$ cat src/rtl/floating_point_multiplier_stream.sv
// Streaming floating-point multiplier with valid/ready handshake.
// Stage 1 classifies the operands and forms the raw mantissa product.
// Stage 2 normalises, rounds to nearest even and packs the result.
// Any further stages are plain retiming registers carrying the packed result.
`timescale 1ns/1ps
module floating_point_multiplier_stream #(
    parameter int EXP_WIDTH   = 8,
    parameter int FRAC_WIDTH  = 23,
    parameter int PIPE_STAGES = 3,
    parameter int TAG_WIDTH   = 4
) (
    input  logic                            clk_i,
    input  logic                            rst_n_i,
    input  logic                            valid_i,
    output logic                            ready_o,
    input  logic [EXP_WIDTH+FRAC_WIDTH:0]   fp_a_i,
    input  logic [EXP_WIDTH+FRAC_WIDTH:0]   fp_b_i,
    input  logic [TAG_WIDTH-1:0]            tag_i,
    output logic                            valid_o,
    input  logic                            ready_i,
    output logic [EXP_WIDTH+FRAC_WIDTH:0]   fp_o,
    output logic [TAG_WIDTH-1:0]            tag_o,
    output logic [3:0]                      flags_o
);

    localparam int W     = 1 + EXP_WIDTH + FRAC_WIDTH;
    localparam int P     = FRAC_WIDTH + 1;
    localparam int EW    = EXP_WIDTH + 3;
    localparam int N_RET = PIPE_STAGES - 1;

    localparam logic signed [EW-1:0] BIAS_S = EW'(2 ** (EXP_WIDTH - 1) - 1);
    localparam logic signed [EW-1:0] EMAX_S = EW'(2 ** EXP_WIDTH - 1);
    localparam logic signed [EW-1:0] ONE_S  = EW'(1);
    localparam logic signed [EW-1:0] ZERO_S = '0;
    localparam logic [FRAC_WIDTH-1:0] QNAN_FRAC = {1'b1, {(FRAC_WIDTH-1){1'b0}}};

    typedef enum logic [1:0] {
        CLS_NORMAL,
        CLS_ZERO,
        CLS_INF,
        CLS_NAN
    } op_class_e;

    // Single global advance: every stage moves together or holds together.
    logic adv;
    assign adv     = !valid_o || ready_i;
    assign ready_o = adv;

    // ---------------------------------------------------------------- stage 1
    logic                   sign_a, sign_b;
    logic [EXP_WIDTH-1:0]   exp_a, exp_b;
    logic [FRAC_WIDTH-1:0]  frac_a, frac_b;
    logic                   zero_a, zero_b, inf_a, inf_b, nan_a, nan_b;
    op_class_e              cls_c;
    logic [2*P-1:0]         prod_c;
    logic signed [EW-1:0]   exp_c;

    assign {sign_a, exp_a, frac_a} = fp_a_i;
    assign {sign_b, exp_b, frac_b} = fp_b_i;

    // Classify operands (exp==0 is zero, so subnormals flush) and form the raw product.
    always_comb begin
        zero_a = (exp_a == '0);
        zero_b = (exp_b == '0);
        inf_a  = (exp_a == '1) && (frac_a == '0);
        inf_b  = (exp_b == '1) && (frac_b == '0);
        nan_a  = (exp_a == '1) && (frac_a != '0);
        nan_b  = (exp_b == '1) && (frac_b != '0);
        cls_c  = CLS_NORMAL;
        if (nan_a || nan_b || (inf_a && zero_b) || (inf_b && zero_a))
            cls_c = CLS_NAN;
        else if (inf_a || inf_b)
            cls_c = CLS_INF;
        else if (zero_a || zero_b)
            cls_c = CLS_ZERO;
        prod_c = {{P{1'b0}}, 1'b1, frac_a} * {{P{1'b0}}, 1'b1, frac_b};
        exp_c  = $signed({3'b000, exp_a}) + $signed({3'b000, exp_b}) - BIAS_S;
    end

    logic                   s1_valid;
    logic                   s1_sign;
    op_class_e              s1_cls;
    logic [2*P-1:0]         s1_prod;
    logic signed [EW-1:0]   s1_exp;
    logic [TAG_WIDTH-1:0]   s1_tag;

    // Stage 1 register: captures a new op (or a bubble) whenever the pipe advances.
    // NOTE: sequential state uses non-blocking assignments so all stages update from pre-edge values.
    always_ff @(posedge clk_i or negedge rst_n_i) begin
        if (!rst_n_i) begin
            s1_valid <= 1'b0;
            s1_sign  <= 1'b0;
            s1_cls   <= CLS_ZERO;
            s1_prod  <= '0;
            s1_exp   <= '0;
            s1_tag   <= '0;
        end else if (adv) begin
            s1_valid <= valid_i;
            s1_sign  <= sign_a ^ sign_b;
            s1_cls   <= cls_c;
            s1_prod  <= prod_c;
            s1_exp   <= exp_c;
            s1_tag   <= tag_i;
        end
    end

    // ---------------------------------------------------------------- stage 2
    logic                   hi;
    logic [P-1:0]           mant_pre;
    logic                   guard, sticky, round_up;
    logic [P:0]             mant_r;
    logic signed [EW-1:0]   exp_n, exp_r;
    logic [FRAC_WIDTH-1:0]  frac_r;
    logic [W-1:0]           res_fp;
    logic [3:0]             res_flags;

    // Normalise, round to nearest even, then apply the post-rounding exponent bounds.
    always_comb begin
        hi       = s1_prod[2*P-1];
        mant_pre = hi ? s1_prod[2*P-1:P] : s1_prod[2*P-2:P-1];
        guard    = hi ? s1_prod[P-1] : s1_prod[P-2];
        sticky   = hi ? (|s1_prod[P-2:0]) : (|s1_prod[P-3:0]);
        exp_n    = s1_exp + (hi ? ONE_S : ZERO_S);
        round_up = guard && (sticky || mant_pre[0]);
        mant_r   = {1'b0, mant_pre} + {{P{1'b0}}, round_up};
        if (mant_r[P]) begin
            frac_r = mant_r[P-1:1];
            exp_r  = exp_n + ONE_S;
        end else begin
            frac_r = mant_r[P-2:0];
            exp_r  = exp_n;
        end
        res_fp    = '0;
        res_flags = 4'b0000;
        unique case (s1_cls)
            CLS_NAN:  begin
                res_fp    = {1'b0, {EXP_WIDTH{1'b1}}, QNAN_FRAC};
                res_flags = 4'b1000;
            end
            CLS_INF:  res_fp = {s1_sign, {EXP_WIDTH{1'b1}}, {FRAC_WIDTH{1'b0}}};
            CLS_ZERO: res_fp = {s1_sign, {(W-1){1'b0}}};
            default: begin
                if (exp_r >= EMAX_S) begin
                    res_fp    = {s1_sign, {EXP_WIDTH{1'b1}}, {FRAC_WIDTH{1'b0}}};
                    res_flags = 4'b0101;
                end else if (exp_r <= ZERO_S) begin
                    res_fp    = {s1_sign, {(W-1){1'b0}}};
                    res_flags = 4'b0011;
                end else begin
                    res_fp    = {s1_sign, exp_r[EXP_WIDTH-1:0], frac_r};
                    res_flags = {3'b000, guard | sticky};
                end
            end
        endcase
    end

    logic                 pipe_valid [N_RET];
    logic [W-1:0]         pipe_fp    [N_RET];
    logic [TAG_WIDTH-1:0] pipe_tag   [N_RET];
    logic [3:0]           pipe_flags [N_RET];

    // Result register followed by retiming stages; the last one drives the outputs.
    // NOTE: data registers are reset too, because the outputs must read as zero out of reset.
    always_ff @(posedge clk_i or negedge rst_n_i) begin
        if (!rst_n_i) begin
            for (int i = 0; i < N_RET; i++) begin
                pipe_valid[i] <= 1'b0;
                pipe_fp[i]    <= '0;
                pipe_tag[i]   <= '0;
                pipe_flags[i] <= '0;
            end
        end else if (adv) begin
            pipe_valid[0] <= s1_valid;
            pipe_fp[0]    <= res_fp;
            pipe_tag[0]   <= s1_tag;
            pipe_flags[0] <= res_flags;
            for (int i = 1; i < N_RET; i++) begin
                pipe_valid[i] <= pipe_valid[i-1];
                pipe_fp[i]    <= pipe_fp[i-1];
                pipe_tag[i]   <= pipe_tag[i-1];
                pipe_flags[i] <= pipe_flags[i-1];
            end
        end
    end

    assign valid_o = pipe_valid[N_RET-1];
    assign fp_o    = pipe_fp[N_RET-1];
    assign tag_o   = pipe_tag[N_RET-1];
    assign flags_o = pipe_flags[N_RET-1];

endmodule

$ cat config.mk
export PLATFORM = sky130hd
export DESIGN_NAME = floating_point_multiplier_stream
export DESIGN_NICKNAME = d
export VERILOG_FILES = /design/src/rtl/floating_point_multiplier_stream.sv
export SDC_FILE = /design/constraint.sdc
export NUM_CORES = 2
export LEC_CHECK = 0
export ABC_AREA = 1
export BUFFER_PORTS_ARGS = -buffer_cell sky130_fd_sc_hd__buf_2
export CAP_MARGIN = 40
export CELL_PAD_IN_SITES_DETAIL_PLACEMENT = 0
export CELL_PAD_IN_SITES_GLOBAL_PLACEMENT = 2
export CORE_ASPECT_RATIO = 0.5
export CORE_MARGIN = 4
export CORE_UTILIZATION = 39
export DETAILED_ROUTE_END_ITERATION = 12
export PLACE_DENSITY = 0.84
export SETUP_SLACK_MARGIN = 0.02
export SYNTH_ARGS = -nofsm -noshare
export SYNTH_HDL_FRONTEND = slang
export SYNTH_SLANG_ARGS = --single-unit
$ cat constraint.sdc
create_clock -name clk_i -period 4.8 [get_ports clk_i]
set_input_delay 0.24 -clock clk_i [delete_from_list [all_inputs] [get_ports clk_i]]
set_output_delay 0.24 -clock clk_i [all_outputs]
set_load 0.01 [all_outputs]
==> impl_results.md <==
* CP most frequent cell: inv_2
* Fill count at slightly below 7000
* Core region area at 0.0699 mm²
* Max clock buf depth at 2
* Fmax at 172 MHz
* Cell area after synthesis at roughly 0.028 mm²
* Initial antenna violation count at 1
* EDFF count, synth at 0
* Ratio of cells with drive above 1 in the final layout at 0.260
* Vias in the first global route at around 25000
* Top delay family on crit path: adder cells
* GRT Overall Usage at 0.232
* Final period util at 1.21
* Vias at 23800
* H-tree Lvls at 4
* I/O Pins at 114
* Critical Path Max Stage Delay at 0.58 ns
* TritonCTS clock tree: built
* Final worst slack at -1.02 ns
* Routed WL at 85900 µm
* Worst Setup Start Kind: primary input
* Initial core utilization at 0.399
* Area grow syn2layout at 29.5%
* Syn Inst Count at between 3000 and 4000
* Worst-skew pair later-pin latency at 0.44 ns
* Asr flop ratio synth at 1.00
* Crit path max fanout at 5
* Outcome: finished with violations
* DIE HEIGHT at roughly 200 µm
* HPWL after DPL at roughly 70000 µm
* Post-synthesis sequential area ratio at 0.133
* Hold crit path type: primary input to flop
* RSZ-0062 raised after global routing: yes
* GPL Wtd Cong at 0.932
* I/O Buffers at 113
* Critical path type: primary input to flop
* Routed Antenna Nets at 0
* Drt initial violations at about 1500
* Worst Setup End Kind: flop
* Std-Cell Rows at 68
* 1st-pass router iterations at 6
* First-pass GRT wire length at 138000 µm
* # DRC at 0
* Yosys Warn Count at 0
* Syn Nets at about 4400
* Hold Slack at around 0.037 ns
* Max stage delay cell, worst path: fa_1
* Final Setup Violations at 37
* DR vias/cell at about 4.7
* Nets@finish at 4858
* Req. time, crit path at 5.11 ns
* Final Hold Vio Count at 0
* Die ar. at 0.0761 mm²
* Most used flip-flop cell after synthesis: dfrtp_1
* Slew @ Worst Pin at 0.831 ns
* Period minus WS final at 5.82 ns
* Worst-path clk slew at approximately 0.07 ns
* Clock Skew at around 0.012 ns
* Post-Place Cells at 4918
* Failing checks: negative setup slack
* Num CTS Buffers at 17
* Congestion Overflow GR at 0
* Root buf cell: clkbuf_16
* Routed len/inst at 17.0 µm
* Largest net degree at the start of global routing at around 120
* Slew headroom at 0.446
* Fin cells at 5069
* Pins Over Slew Limit at 0
* #FFs+latches synth at between 100 and 150
* Buf/Inv on CP at 10
* Max_cap viols at 0
* Syn_area_per_cell at 7.57 µm²
* Synth unique cells at about 50
* Crit path arrival time at 6.13 ns
* Clk sinks at 148
* Die width at 386 µm
[repair_timing]
action | in CTS | in global routing
setup buffers | 84 | 38
gates cloned | 4 | 0
pin swaps | 157 | 137
setup endpoints to repair | 38 | 39
resized for setup | 420 | 187
hold buffers | 5 | 0
endpoints found under the hold margin | 50 | 0
[logic make-up after synthesis]
logic type	synth area share
AND/OR/NAND/NOR	0.197
AO/OA/AOI/OAI	0.0536
adder cells (fa/ha/maj)	0.434
XOR/XNOR	0.0126
flip-flops	0.133
multiplexers	0.000718
buffers and inverters	0.169
[cells in the final DEF, fill, tap and decap left out, drive strengths merged, types with 2 or more instances in the layout]
cell         synthesis  layout
o31ai                4       4
o211ai               2       2
fa                 483     483
xor2                20      20
a21o                 6       6
or2                 17      17
o21bai               7       7
inv               1016    1022
nor2               139     139
clkbuf             135      17
nand3b               3       3
clkinv               1       6
nor3                16      16
a21boi               2       2
a21oi               80      80
ha                 193     193
o21ai              125     125
dfrtp              147     147
nand4               22      22
nand3               76      76
dlygate4sd3          0       5
mux2i                2       2
nand2             1058    1058
or4                  2       2
clkinvlp             0       3
xnor2               20      20
a31oi               21      21
nor4                20      20
o21a                 6       6
buf                 49     586
[through the flow]
step                      area [µm²]  setup slack, ns  utilization  TNS (ns)
after floorplan                28900            -1.07            -    -24.94
after global placement         32300            -1.69        0.463    -53.96
after detailed placement       32300            -1.75        0.463    -55.45
after CTS                      35200           -0.966        0.504    -26.57
after global routing           36100            -1.24        0.517    -34.94
final                          36100            -1.02        0.517    -28.60
[routing by layer]
metal,vias up,wire length [µm],track usage
met5,-,0,0
met4,0,1600,0.0443
met3,64,5970,0.0422
met2,629,37100,0.358
met1,11600,41200,0.345
li1,11500,-,-
[cell usage after synthesis, drive strengths merged, types with 3 or more instances]
library cell | n | area (µm²)
o21bai | 7 | 52.6
o21ai | 125 | 682
dfrtp | 147 | 3680
nor3 | 16 | 80.1
ha | 193 | 2410
or2 | 17 | 106
nand3 | 76 | 393
nor2 | 139 | 577
o21a | 6 | 45.0
nand2 | 1058 | 4030
a31oi | 21 | 131
a21o | 6 | 45.0
fa | 483 | 9670
a21oi | 80 | 404
clkbuf | 135 | 507
inv | 1016 | 3810
xor2 | 20 | 175
o31ai | 4 | 30.0
xnor2 | 20 | 175
buf | 49 | 397
nand4 | 22 | 138
nand3b | 3 | 22.5
nor4 | 20 | 125
[sequential cells by signal (all words and copies together) (netlist names)]
| signal | flops |
|---|---|
| s1_prod | 48 |
| fp_o | 32 |
| pipe_fp | 32 |
| s1_exp | 10 |
| flags_o | 4 |
| pipe_flags | 4 |
| pipe_tag | 4 |
| s1_tag | 4 |
| tag_o | 4 |
| s1_cls | 2 |
| pipe_valid | 1 |
| s1_sign | 1 |
| s1_valid | 1 |
| valid_o | 1 |
[tightest hold or removal path, delay by kind of cell]
kind	cells	cell delay [ns]
buffers and inverters	1	0.08
AND/OR/NAND/NOR	2	0.11
[worst paths after layout]
kind	startpoint	end	slack, ns	cells past startpoint
max in group asynchronous	rst_n_i	s1_prod[44]$_DFFE_PN0P_	3.45	3
worst max-delay path	fp_a_i[9]	s1_prod[37]$_DFFE_PN0P_	-1.02	27
worst max register to register	s1_prod[11]$_DFFE_PN0P_	pipe_fp[38]$_DFFE_PN0P_	1.00	20
worst min register to register	pipe_valid[1]$_DFFE_PN0P_	valid_o$_DFFE_PN0P_	0.45	2
worst min-delay path	tag_i[1]	s1_tag[1]$_DFFE_PN0P_	0.04	3
min in group asynchronous	rst_n_i	s1_exp[9]$_DFFE_PN0P_	0.31	2
[layout make-up]
cell class | instances | area (µm²) | area share
multi-input combinational | 2334 | 21400 | 0.592
inverter | 1017 | 3820 | 0.106
antenna | 1 | 2.50 | 0.0000694
sequential | 148 | 3700 | 0.103
tap | 945 | 1180 | 0.0328
clock inverter | 15 | 168 | 0.00465
clock buffer | 17 | 425 | 0.0118
timing repair buffer | 592 | 5420 | 0.150
Power is left out: the tool's default activity adds up to more than one toggle a clock period on the data nets, which glitch-free logic cannot reach.
